`src/rtl/wasm_loader.sv`:
```
`default_nettype none
// wasm_loader: walks a mapped WebAssembly ROM at boot, locates function 0's first opcode
// and hands the memory bus to the CPU once parsing succeeds.
module wasm_loader #(
    parameter logic [31:0] ROM_BASE = 32'd0,
    parameter logic [31:0] ROM_SIZE = 32'd4096
) (
    input  logic        clk,
    input  logic        rst_n,
    output logic [31:0] mem_addr,
    output logic        mem_read_en,
    input  logic [7:0]  mem_data_out,
    input  logic        mem_ready,
    output logic        mem_access,
    output logic        rom_mapped,
    output logic [31:0] first_instruction,
    output logic [31:0] func_end,
    output logic [31:0] local_count,
    output logic        error,
    output logic [2:0]  error_code
);
    localparam logic [32:0] ROM_END = {1'b0, ROM_BASE} + {1'b0, ROM_SIZE};

    typedef enum logic [3:0] {
        MAGIC, VERSION, SEC_ID, SEC_SIZE, SKIP, CODE_COUNT,
        BODY_SIZE, DECL_COUNT, LOCAL_N, LOCAL_TYPE, DONE, ERROR
    } state_t;

    state_t      state;
    logic [1:0]  byte_idx;
    logic [2:0]  leb_idx;
    logic [31:0] leb_acc;
    logic [31:0] decls_left;
    logic [31:0] body_end;
    logic [31:0] local_sum;
    logic [7:0]  sec_id;

    logic        handshake;
    logic        reading;
    logic        leb_state;
    logic        leb_last;
    logic        leb_ovf;
    logic [4:0]  leb_shamt;
    logic [31:0] leb_val;
    logic [31:0] addr_next;
    logic [32:0] skip_end;
    logic [7:0]  expect_byte;

    assign handshake  = mem_read_en && mem_ready;
    assign addr_next  = mem_addr + 32'd1;
    assign reading    = (state != SKIP) && (state != DONE) && (state != ERROR);
    assign leb_state  = state inside {SEC_SIZE, CODE_COUNT, BODY_SIZE, DECL_COUNT, LOCAL_N};
    assign mem_access = !rom_mapped;

    // leb_acc holds the finished value after the last byte, so a fresh LEB starts from zero
    assign leb_shamt = 5'(leb_idx) * 5'd7;
    assign leb_val   = ((leb_idx == 3'd0) ? 32'd0 : leb_acc)
                     | (32'(mem_data_out[6:0]) << leb_shamt);
    assign leb_ovf   = (leb_idx == 3'd4) && (mem_data_out[7] || (mem_data_out[6:4] != 3'd0));
    assign leb_last  = !mem_data_out[7];
    assign skip_end  = {1'b0, mem_addr} + {1'b0, leb_acc};

    always_comb begin
        expect_byte = 8'h00;
        if (state == MAGIC) begin
            case (byte_idx)
                2'd0:    expect_byte = 8'h00;
                2'd1:    expect_byte = 8'h61;
                2'd2:    expect_byte = 8'h73;
                default: expect_byte = 8'h6D;
            endcase
        end else if (byte_idx == 2'd0) begin
            expect_byte = 8'h01;
        end
    end

    always_ff @(posedge clk or negedge rst_n) begin
        if (!rst_n) begin
            state             <= MAGIC;
            mem_addr          <= ROM_BASE;
            mem_read_en       <= 1'b0;
            byte_idx          <= 2'd0;
            leb_idx           <= 3'd0;
            leb_acc           <= 32'd0;
            decls_left        <= 32'd0;
            body_end          <= 32'd0;
            local_sum         <= 32'd0;
            sec_id            <= 8'd0;
            rom_mapped        <= 1'b0;
            first_instruction <= 32'd0;
            func_end          <= 32'd0;
            local_count       <= 32'd0;
            error             <= 1'b0;
            error_code        <= 3'd0;
        end else if (state == SKIP) begin
            if (skip_end > ROM_END) begin
                state      <= ERROR;
                error      <= 1'b1;
                error_code <= 3'd5;
            end else begin
                mem_addr <= skip_end[31:0];
                state    <= SEC_ID;
            end
        end else if (reading && !mem_read_en) begin
            // running off the end while looking for a section id means there is no code section
            if ({1'b0, mem_addr} >= ROM_END) begin
                state      <= ERROR;
                error      <= 1'b1;
                error_code <= (state == SEC_ID) ? 3'd3 : 3'd5;
            end else begin
                mem_read_en <= 1'b1;
            end
        end else if (handshake) begin
            mem_read_en <= 1'b0;
            mem_addr    <= addr_next;
            if (leb_state) begin
                leb_acc <= leb_val;
                leb_idx <= leb_last ? 3'd0 : leb_idx + 3'd1;
            end
            if (leb_state && leb_ovf) begin
                state      <= ERROR;
                error      <= 1'b1;
                error_code <= 3'd4;
            end else begin
                case (state)
                    MAGIC, VERSION: begin
                        if (mem_data_out != expect_byte) begin
                            state      <= ERROR;
                            error      <= 1'b1;
                            error_code <= (state == MAGIC) ? 3'd1 : 3'd2;
                        end else begin
                            byte_idx <= byte_idx + 2'd1;
                            if (byte_idx == 2'd3)
                                state <= (state == MAGIC) ? VERSION : SEC_ID;
                        end
                    end
                    SEC_ID: begin
                        sec_id <= mem_data_out;
                        state  <= SEC_SIZE;
                    end
                    SEC_SIZE: begin
                        if (leb_last)
                            state <= (sec_id == 8'h0A) ? CODE_COUNT : SKIP;
                    end
                    CODE_COUNT: begin
                        if (leb_last) begin
                            if (leb_val == 32'd0) begin
                                state      <= ERROR;
                                error      <= 1'b1;
                                error_code <= 3'd6;
                            end else begin
                                state <= BODY_SIZE;
                            end
                        end
                    end
                    BODY_SIZE: begin
                        if (leb_last) begin
                            body_end <= addr_next + leb_val;
                            state    <= DECL_COUNT;
                        end
                    end
                    DECL_COUNT: begin
                        if (leb_last) begin
                            if (leb_val == 32'd0) begin
                                state             <= DONE;
                                rom_mapped        <= 1'b1;
                                first_instruction <= addr_next;
                                func_end          <= body_end;
                                local_count       <= local_sum;
                            end else begin
                                decls_left <= leb_val;
                                state      <= LOCAL_N;
                            end
                        end
                    end
                    LOCAL_N: begin
                        if (leb_last) begin
                            local_sum <= local_sum + leb_val;
                            state     <= LOCAL_TYPE;
                        end
                    end
                    LOCAL_TYPE: begin
                        decls_left <= decls_left - 32'd1;
                        if (decls_left == 32'd1) begin
                            state             <= DONE;
                            rom_mapped        <= 1'b1;
                            first_instruction <= addr_next;
                            func_end          <= body_end;
                            local_count       <= local_sum;
                        end else begin
                            state <= LOCAL_N;
                        end
                    end
                    default: ;
                endcase
            end
        end
    end
endmodule
`default_nettype wire
```
`config.mk`:
```
export PLATFORM = sky130hd
export DESIGN_NAME = wasm_loader
export DESIGN_NICKNAME = d
export VERILOG_FILES = /design/src/rtl/wasm_loader.sv
export SDC_FILE = /design/constraint.sdc
export NUM_CORES = 1
export LEC_CHECK = 0
export CORE_MARGIN = 1.5
export CORE_UTILIZATION = 60
export DETAILED_ROUTE_END_ITERATION = 10
export MAX_ROUTING_LAYER = met4
export PLACE_DENSITY = 0.81
export SLEW_MARGIN = 20
export SYNTH_ARGS = -nofsm -noshare
export SYNTH_HDL_FRONTEND = slang
export SYNTH_SLANG_ARGS = --single-unit
```
`constraint.sdc`:
```
create_clock -name clk -period 10.2 [get_ports clk]
set_input_delay 2.04 -clock clk [delete_from_list [all_inputs] [get_ports clk]]
set_output_delay 2.04 -clock clk [all_outputs]
set_load 0.005 [all_outputs]
```
### Word-level counts from Yosys, hierarchy flattened

Cells that the tools add are included.

* flip-flop bits (word level): 279
* input port bits: 11
* output and inout bits: 135
* word-level logic and storage cells: 172

* add/sub/neg operators: 7
* $mul: 1
* order comparisons: 2
* equal/unequal tests: 36
* shift-type cells: 1
* mux-type cells: 70
* bitwise operators: 6
* reductions and logical operators: 33

Operator list (count)
* 32-bit two-way mux: 16
* 32-bit case mux with 2 select lines: 4
* 32-bit adder: 2
* 4-bit two-way mux: 14
* 32-bit by 32-bit adder with 33-bit output: 1
* 33-bit by 13-bit > comparator with 1-bit output (second input constant): 1
* 3-bit two-way mux: 11
* 32-bit by 1-bit adder with 32-bit output (second input constant): 1
* 32-bit by 1-bit == test with 1-bit output (second input constant): 1
* 32-bit by 13-bit greater-or-equal comparator with 1-bit output (second input constant): 1
* 32-bit logical NOT: 1
* 32-bit OR: 1
* 4-bit case mux with 8 select lines: 1
* 7-bit by 5-bit << shifter with 32-bit output: 1
* 32-bit by 1-bit subtractor with 32-bit output (second input constant): 1
* 5-bit by 2-bit != test with 1-bit output (second input constant): 5
* 7-bit case mux with 3 select lines: 1
* 6-bit AND reduction: 3
* 4-bit by 3-bit == test with 1-bit output (second input constant): 4
* 1-bit two-way mux: 15
* 7-bit AND reduction: 2
* 2-bit != test (second input constant): 6
* 11-bit nonzero test: 1
* 5-bit nonzero test: 2
* other kinds (37): 60

### Longest topological paths before layout

Gate-level depths: netlist of run 1.

* depth after elaboration: 11
* mapped depth: 23
* depth with buffers taken out: 21

### Worst setup path after synthesis of run 1

Ideal clock, no wire load.

* kind: in2reg
* start: input mem_data_out[3]
* end: register body_end[31]
* setup time: 130 ps
* arrival time: 5794 ps
* data required time: 10070 ps
* setup slack: 4277 ps
* cell stages on the path: 15
* buffers on the path: 0
* path through: mux2_1 > mux4_2 > a22o_1 > ha_1 > a2111oi_0 > o21ai_0 > a31o_2 > o311ai_0 > a31oi_1 > o41a_1 > a41oi_1 > o21ai_0 > a21oi_1 > xnor2_1 > o21ai_1

* longest elaborated chain between the ends: 3

Ends and longest elaborated chain
* start, declared: RTL line 12 `input logic [7:0] mem_data_out,`
* 7-bit by 5-bit << shifter with 32-bit output: RTL line 58 `| (32'(mem_data_out[6:0]) << leb_shamt);`
* 32-bit OR: RTL line 58
* net leb_val[6]: RTL line 44 `logic [31:0] leb_val;`
* 32-bit adder: RTL line 158 `body_end <= addr_next + leb_val;`
* end signal, assigned: RTL line 158
* end, declared: RTL line 34 `logic [31:0] body_end;`

The timed path passes the listed nets, and every way through them passes these cells.
A chain may end at the register's enable or synchronous reset.

### Worst setup path in the final report of run 1

* start: register leb_idx[0]
* end: register body_end[31]

* elaborated cells on any way between the ends: 11
* those cells by class: add/sub (1); mul (1); eq/ne (1); shift (1); mux (1); bitwise (2); reduce/logical (4)

RTL lines
* start, declared: RTL line 31 `logic [2:0] leb_idx;`
* start signal, assigned: RTL line 118 `leb_idx <= leb_last ? 3'd0 : leb_idx + 3'd1;`
* 3-bit by 3-bit multiplier with 5-bit output / 3-bit logical NOT (equally long branches): RTL line 56, 57
* 7-bit by 5-bit << shifter with 32-bit output / 32-bit two-way mux (equally long branches): RTL line 58, 57
* 32-bit OR *: RTL line 58
* net leb_val[3]: RTL line 44
* 32-bit adder *: RTL line 158

The timed path passes the listed nets; every way through them passes the cells marked *.

==> impl_results.md, run 1 <==
- Vias per std cell: between 6 and 7
- Area of the multi-input gates: about 11,000 um2
- Final Hold Viols: 0
- Synth cell types: 89
- Metal3 WL: approximately 4.2 mm
- Dpl hpwl: roughly 42 mm
- Metal-1 WL: roughly 24 mm
- Hold-fix buffers at CTS: 0
- Global-route wire length before repair: a little under 90 mm
- CP max FO: 12
- Max-Cap Viols: 0
- Gates resized, CTS repair: 0
- Total Power: 2960 uW
- WL per Instance: 22.1 um
- Finished Layout Cells: about 2,600
- CP startpoint kind: register
- Clock Path Buffers: 3
- # setup viols final: 0
- # nets final: 2,253
- Die ar.: about 32,000 um2
- Port Buffers: 145
- Worst skew pair latency: 580 ps
- FF-to-FF End: body_end[31]$_DFFE_PN0P_
- Grt ovf: 0
- Synth Instances: ~2,000
- Worst Setup End Kind: register
- R2R Setup Slk: ~3300 ps
- Setup TNS: 0 ps
- HP Class: reg -> reg
- Outcome: completed
- Largest net degree at the start of global routing: 160
- Fraction of layout cells with a size suffix above 1: just over 7%
- Worst slew margin: around 20%
- Post-CTS setup repair buffer count: 0
- CTS tree: yes
- Share of the clock period used by the worst path: around 67%
- Most common cell after layout, fill and taps aside: dfrtp_1
- Net Count, Synth: roughly 2,200
- Fill cells: between 2,000 and 2,500
- Pre-Repair DR Iteration Count: 6
- Setup WS pre-CTS: 2880 ps
- Core area: 30,500 um2
- Boundary pin count: about 150
- Post-synthesis async set-or-reset flop share: 100%
- Post-synth EDFFs: 0
- Beginning of the worst register-to-register path: leb_idx[0]$_DFFE_PN0P_
- Syn_area_per_cell: slightly above 9 um2
- Synth Warn #: 0
- Register area: between 6000 and 7000 um2
- Commonest cells after routing, fill and taps aside: 279 x dfrtp_1, 194 x nand2_1, 188 x o21ai_0
- Setup Skew: 13.2 ps
- Clock sink count: around 280
- Leakage: between 0.01 and 0.015 uW
- Maximum vdd ir drop: ~0.17 mV
- Worst hold start: local_sum[31]$_DFFE_PN0P_
- Post-Place Cells: roughly 2,500
- Yosys reg bits: roughly 280
- RSZ-0062 raised after global routing: false
- Die Span Y: approximately 180 um
- PwrDens: roughly 140 nW/um2
- Start point of the critical path: leb_idx[0]$_DFFE_PN0P_
- Drc violations: 0
- Max-slew violations: 0
- FF-to-FF path depth: 18
- GRT Util Overall: a little over a third
- Worst-path clk slew: approximately 60 ps
- Post-Synthesis Cell Area: around 19,000 um2
- Total CTS buffers: 31
- Initial antenna violation count: 2
- WL met2: 25.6 mm
- Vias in the first global route: roughly 16,000
- Starting DRC count in detailed routing: around 1,400
- CP endpoint: body_end[31]$_DFFE_PN0P_
- Required time of the critical path: around 11,000 ps
- Fmax: roughly 0.15 GHz
- Initial core utilization: between 60 and 70%
- Root Buffer: clkbuf_16
- Final Wtd Congestion: slightly below 1
- Row count: 64
- Kind of critical path: reg -> reg
- Die width: approximately 180 um
- Antenna viol nets, final: 0
- Area grow syn2layout: 15.2%
- Worst slew pin tran: about 1200 ps
- H-tree level count: 1
- Final wirelength: between 50 and 60 mm
- Worst Path Arrival: 7310 ps
- Crit path time final: between 6000 and 7000 ps
- Final setup margin: approximately 3300 ps
- Top layer in use: met4
- Sequential fraction of the synthesis area: 37.6%
- Predominant post-synthesis flop cell: dfrtp_1
- Vias after detailed routing: 16,607
==> worst max-delay path, cell delays in order, from the launching register on <==
cell and delay, ps:
dfrtp_1 640, fa_1 490, ha_1 230, fa_1 410, xnor2_1 820, nand2_1 250, o21ai_0 700, ha_1 370
o21ai_0 140, o21ai_0 190, a31o_2 300, o311ai_0 650, a31oi_1 220, o41a_1 410, a41oi_1 320, o21ai_0 140
a21oi_1 200, xnor2_1 150, o21ai_1 80
==> worst min-delay path by stage <==
stage | endpoint | slack, ps | cells after the start
6_report | local_sum[31]$_DFFE_PN0P_ | 460 | 1
5_1_grt | local_sum[31]$_DFFE_PN0P_ | 490 | 1
4_1_cts | local_sum[31]$_DFFE_PN0P_ | 470 | 1
3_5_place_dp | error$_DFFE_PN0P_ | 460 | 1
3_3_place_gp | rom_mapped$_DFFE_PN0P_ | 450 | 2
2_1_floorplan | local_sum[31]$_DFFE_PN0P_ | 430 | 1
==> kinds of logic (layout without fill, tap and decap cells) <==
family	count (synthesis)	after routing	synth area share, %
and+or+nand+nor	614	614	16.0
xor gates and xnor gates	106	106	4.99
muxes	149	149	9.29
other	0	2	0
buffers and inverters	169	288	3.59
adders and majority gates	112	112	7.74
DFF	279	279	37.6
AOI/OAI and AO/OA	605	605	20.8
==> layout make-up <==
| cell class | count | share of cell area, % |
|---|---|---|
| Antenna cell | 2 | 0.0234 |
| Timing Repair Buffer | 163 | 7.55 |
| Tap cell | 396 | 2.31 |
| Clock inverter | 14 | 1.02 |
| Clock buffer | 42 | 4.05 |
| Sequential cell | 279 | 32.6 |
| Multi-Input combinational cell | 1586 | 51.2 |
| Inverter | 69 | 1.21 |
==> layer usage <==
metal  track usage (%)  vias up
met5                 -        -
met4              16.0        0
met3              6.38      172
met2              56.9      688
met1              46.1     8066
li1                  -     7681
==> cells in the mapped netlist (16+ instances only) <==
master	instances	share of area [%]
a211oi_1	22	0.89
mux2_1	84	5.1
nand2b_1	26	0.87
o21ai_0	188	5.1
nand2_1	195	3.9
nand3_1	45	1.2
a21oi_1	140	3.8
inv_1	67	1.4
a31oi_1	16	0.54
nor4_1	28	0.94
xor2_1	53	2.5
xnor2_1	53	2.5
a22oi_1	16	0.65
dfrtp_1	279	38
ha_1	107	7.2
clkbuf_1	79	1.6
mux2_2	40	2.4
o21a_1	17	0.69
a21o_1	39	1.6
nor3_1	49	1.3
and3_1	23	0.77
nor2_1	141	2.8
nand4_1	21	0.71
==> registers in the layout (all words and copies together) (netlist names) <==
signal             count
body_end              32
byte_idx               2
decls_left            32
error                  1
error_code             3
first_instruction     32
func_end              32
leb_acc               32
leb_idx                3
local_count           32
local_sum             32
mem_addr              32
mem_read_en            1
rom_mapped             1
sec_id                 8
state                  4
==> metrics by stage <==
| step | hold WS (ps) | area (um2) | utilization [%] |
|---|---|---|---|
| floorplan | 435 | 18600 | - |
| global placement | 448 | 20300 | 66.5 |
| detailed placement | 455 | 20300 | 66.5 |
| CTS | 466 | 21400 | 70.1 |
| global route | 490 | 21400 | 70.2 |
| finish | 460 | 21400 | 70.2 |
==> power by group <==
group / switching [uW] / internal (uW)
clock: 475 / 722
combinational: 336 / 219
sequential: 72.6 / 1130
total: 884 / 2070
No activity file was read; power rests on OpenSTA's default activity.
==> inputs of run 2 (changes only) <==
==> constraint.sdc (replaced) <==
create_clock -name clk -period 7.1 [get_ports clk]
set_input_delay 1.42 -clock clk [delete_from_list [all_inputs] [get_ports clk]]
set_output_delay 1.42 -clock clk [all_outputs]
set_load 0.005 [all_outputs]
==> run 2 against run 1 <==
Against the previous run:
- clock-buffer cell count decreased by 1
- clock power increased by 35%
- sequential share of layout area about the same
- sequential cell count unchanged
- first-iteration DRC count increased by 17%
- cell area decreased by 0.12%
- via count increased by 0.22%
- register-to-register slack got worse by 2800 ps
- worst hold slack improved by 10 ps
- worst setup slack got worse by 2800 ps
- non-clock buffer count increased by 6
==> impl_results.md, run 2 (synthesis results as in run 1) <==
- Grt ovf: 0 (unchanged)
- Gates resized, CTS repair: 0 (unchanged)
- # setup viols final: 0 (unchanged)
- Port Buffers: 145 (unchanged)
- Worst path top cell family by delay: compound AO/OA/AOI/OAI gates (unchanged)
- Worst slew pin tran: 977 ps (was 1200 ps)
- FF-to-FF path depth: 18 (unchanged)
- Starting DRC count in detailed routing: 1,591 (was 1,360)
- Worst skew pair latency: 570 ps (was 580 ps)
- Share of the clock period used by the worst path: 92.9% (was 67.3%)
- Post-CTS setup repair buffer count: 0 (unchanged)
- Psw: 1270 uW (was 884 uW)
- Maximum vdd ir drop: 0.248 mV (was 0.165 mV)
- Die Span Y: 179 um (unchanged)
- Total CTS buffers: 31 (unchanged)
- Share of power burned in registers: 41.7% (was 40.7%)
- Global-route wire length before repair: 88.3 mm (was 87.1 mm)
- Vias after detailed routing: 16,643 (was 16,607)
- Row count: 64 (unchanged)
- Final Wtd Congestion: 0.953 (was 0.963)
- Worst Path Arrival: 7010 ps (was 7310 ps)
- CP startpoint kind: register (unchanged)
- Initial antenna violation count: 1 (was 2)
- Boundary pin count: 146 (unchanged)
- Fraction of layout cells with a size suffix above 1: 7.60% (was 7.25%)
- FF-to-FF End: body_end[31]$_DFFE_PN0P_ (unchanged)
- Most common cell after layout, fill and taps aside: dfrtp_1 (unchanged)
- Leakage: 0.0100 uW (about the same)
- Root Buffer: clkbuf_16 (unchanged)
- Clock share of power: 39.1% (was 40.5%)
- PwrDens: 194 nW/um2 (was 138 nW/um2)
- Clock sink count: 279 (unchanged)
- CP Depth: 18 (unchanged)
- Combinational power share: 19.3% (was 18.8%)
- Required time of the critical path: 7520 ps (was 10,640 ps)
- Power Internal: 2880 uW (was 2070 uW)
- Max stage delay on crit path: 900 ps (was 820 ps)
- Fill cells: 2,406 (was 2,358)
- Kind of critical path: reg -> reg (unchanged)
- Worst Setup End Kind: register (unchanged)
- Setup Skew: 20.2 ps (was 13.2 ps)
- Die width: 179 um (unchanged)
- CP endpoint: body_end[31]$_DFFE_PN0P_ (unchanged)
- Net Sw Frac: 30.5% (was 29.9%)
- Worst slew margin: 34.8% (was 20.3%)
- Max-slew violations: 0 (unchanged)
- WL per Instance: 22.3 um (was 22.1 um)
- Initial core utilization: 60.9% (unchanged)
- Clock Path Buffers: 3 (unchanged)
- GRT Util Overall: 36.7% (was 36.3%)
- Crit path time final: 6590 ps (was 6870 ps)
- Start point of the critical path: leb_idx[0]$_DFFE_PN0P_ (unchanged)
- Pre-Repair DR Iteration Count: 6 (unchanged)
- RSZ-0062 raised after global routing: false (unchanged)
- Final Hold Viols: 0 (unchanged)
- CTS tree: yes (unchanged)
- Vias per std cell: 6.51 (about the same)
- Area grow syn2layout: 15.1% (was 15.2%)
- Worst-path clk slew: 60 ps (about the same)
- Worst path cell trace: fa_1 -> ha_1 -> fa_1 -> nor2_1 -> nand2_1 -> o21ai_0 -> ha_1 -> a211oi_1 -> o21ai_0 -> a31o_2 -> o311ai_0 -> a31oi_1 -> o41a_1 -> a41oi_1 -> o21ai_0 -> a21oi_1 -> xnor2_1 -> o21ai_1 (was fa_1 -> ha_1 -> fa_1 -> xnor2_1 -> nand2_1 -> o21ai_0 -> ha_1 -> o21ai_0 -> o21ai_0 -> a31o_2 -> o311ai_0 -> a31oi_1 -> o41a_1 -> a41oi_1 -> o21ai_0 -> a21oi_1 -> xnor2_1 -> o21ai_1)
- Vias in the first global route: 15,677 (was 15,817)
- Hold-fix buffers at CTS: 0 (unchanged)
- CP max FO: 18 (was 12)
- Buf/Inv on CP: 0 (unchanged)
- Slowest cell on crit path: fa_1 (was xnor2_1)
- Largest net degree at the start of global routing: 159 (was 160)
- Core area: 30,500 um2 (unchanged)
- Beginning of the worst register-to-register path: leb_idx[0]$_DFFE_PN0P_ (unchanged)
- Hold WS: 470 ps (was 460 ps)
- Commonest cells after routing, fill and taps aside: 279 x dfrtp_1, 194 x nand2_1, 188 x o21ai_0 (unchanged)
- Most frequent cell on the critical path: o21ai_0 (unchanged)
- Antenna viol nets, final: 0 (unchanged)
- HP Class: reg -> reg (unchanged)
- Die ar.: 32,100 um2 (unchanged)
- Final wirelength: 57.0 mm (was 56.5 mm)
- Setup TNS: 0 ps (unchanged)
- Outcome: completed (unchanged)
- R2R Setup Slk: 510 ps (was 3330 ps)
- Fmax: 0.152 GHz (was 0.146 GHz)
- Dpl hpwl: 42.6 mm (was 42.4 mm)
- H-tree level count: 1 (unchanged)
- # nets final: 2,259 (was 2,253)
- Max-Cap Viols: 0 (unchanged)
- Drc violations: 0 (unchanged)
==> run 2: cell count changes in the layout (fill, tap and decap cells not counted), sizes merged <==
cell / delta
clkinvlp: +2
bufinv: -3
clkbuf: -1
clkinv: +2
diode: -1
buf: +6
==> run 2: stage by stage <==
stage / instances / total power (uW) / worst slack, ps / instance area [um2] / utilization, %
after floorplan: 2034 / 2260 / 1800 / 18600 / -
after global placement: 2498 / 2520 / 495 / 20300 / 66.7
after detailed placement: 2498 / 2530 / 248 / 20300 / 66.7
after CTS: 2554 / 4150 / 554 / 21400 / 70.1
after global routing: 2556 / 4310 / 233 / 21400 / 70.1
final: 2556 / 4140 / 507 / 21400 / 70.1
==> run 2: cell type report <==
cell class	count	area [um2]	area share, %
timing repair buffer	169	1660	7.74
clock inverter	15	150	0.702
tap	396	495	2.32
inverter	69	259	1.21
clock buffer	41	873	4.08
antenna	1	2.50	0.0117
multi-input combinational	1586	11000	51.3
sequential	279	6980	32.6
==> run 2: routing by layer <==
layer	track usage, %	wire length, um	vias to the layer above
met5	-	0	-
met2	58.6	26500	710
met4	13.4	2480	0
met3	4.58	3920	171
li1	-	-	7701
met1	48.2	24200	8061
==> run 2: power by group through the flow <==
stage               Clock [uW]  Sequential (uW)  Combinational (uW)
floorplan                    0             1690                 564
detailed placement           0             1750                 780
CTS                       1640             1720                 785
finish                    1620             1730                 798
global route              1700             1730                 872
global placement             0             1750                 766
==> run 2: worst min path at each step <==
stage | slack, ps | startpoint | depth (start not counted) | to
final | 470 | local_sum[31]$_DFFE_PN0P_ | 1 | local_sum[31]$_DFFE_PN0P_
after CTS | 470 | local_sum[31]$_DFFE_PN0P_ | 1 | local_sum[31]$_DFFE_PN0P_
after detailed placement | 460 | local_sum[31]$_DFFE_PN0P_ | 1 | local_sum[31]$_DFFE_PN0P_
after global routing | 490 | error$_DFFE_PN0P_ | 1 | error$_DFFE_PN0P_
after global placement | 450 | rom_mapped$_DFFE_PN0P_ | 2 | rom_mapped$_DFFE_PN0P_
after floorplan | 430 | local_sum[31]$_DFFE_PN0P_ | 1 | local_sum[31]$_DFFE_PN0P_
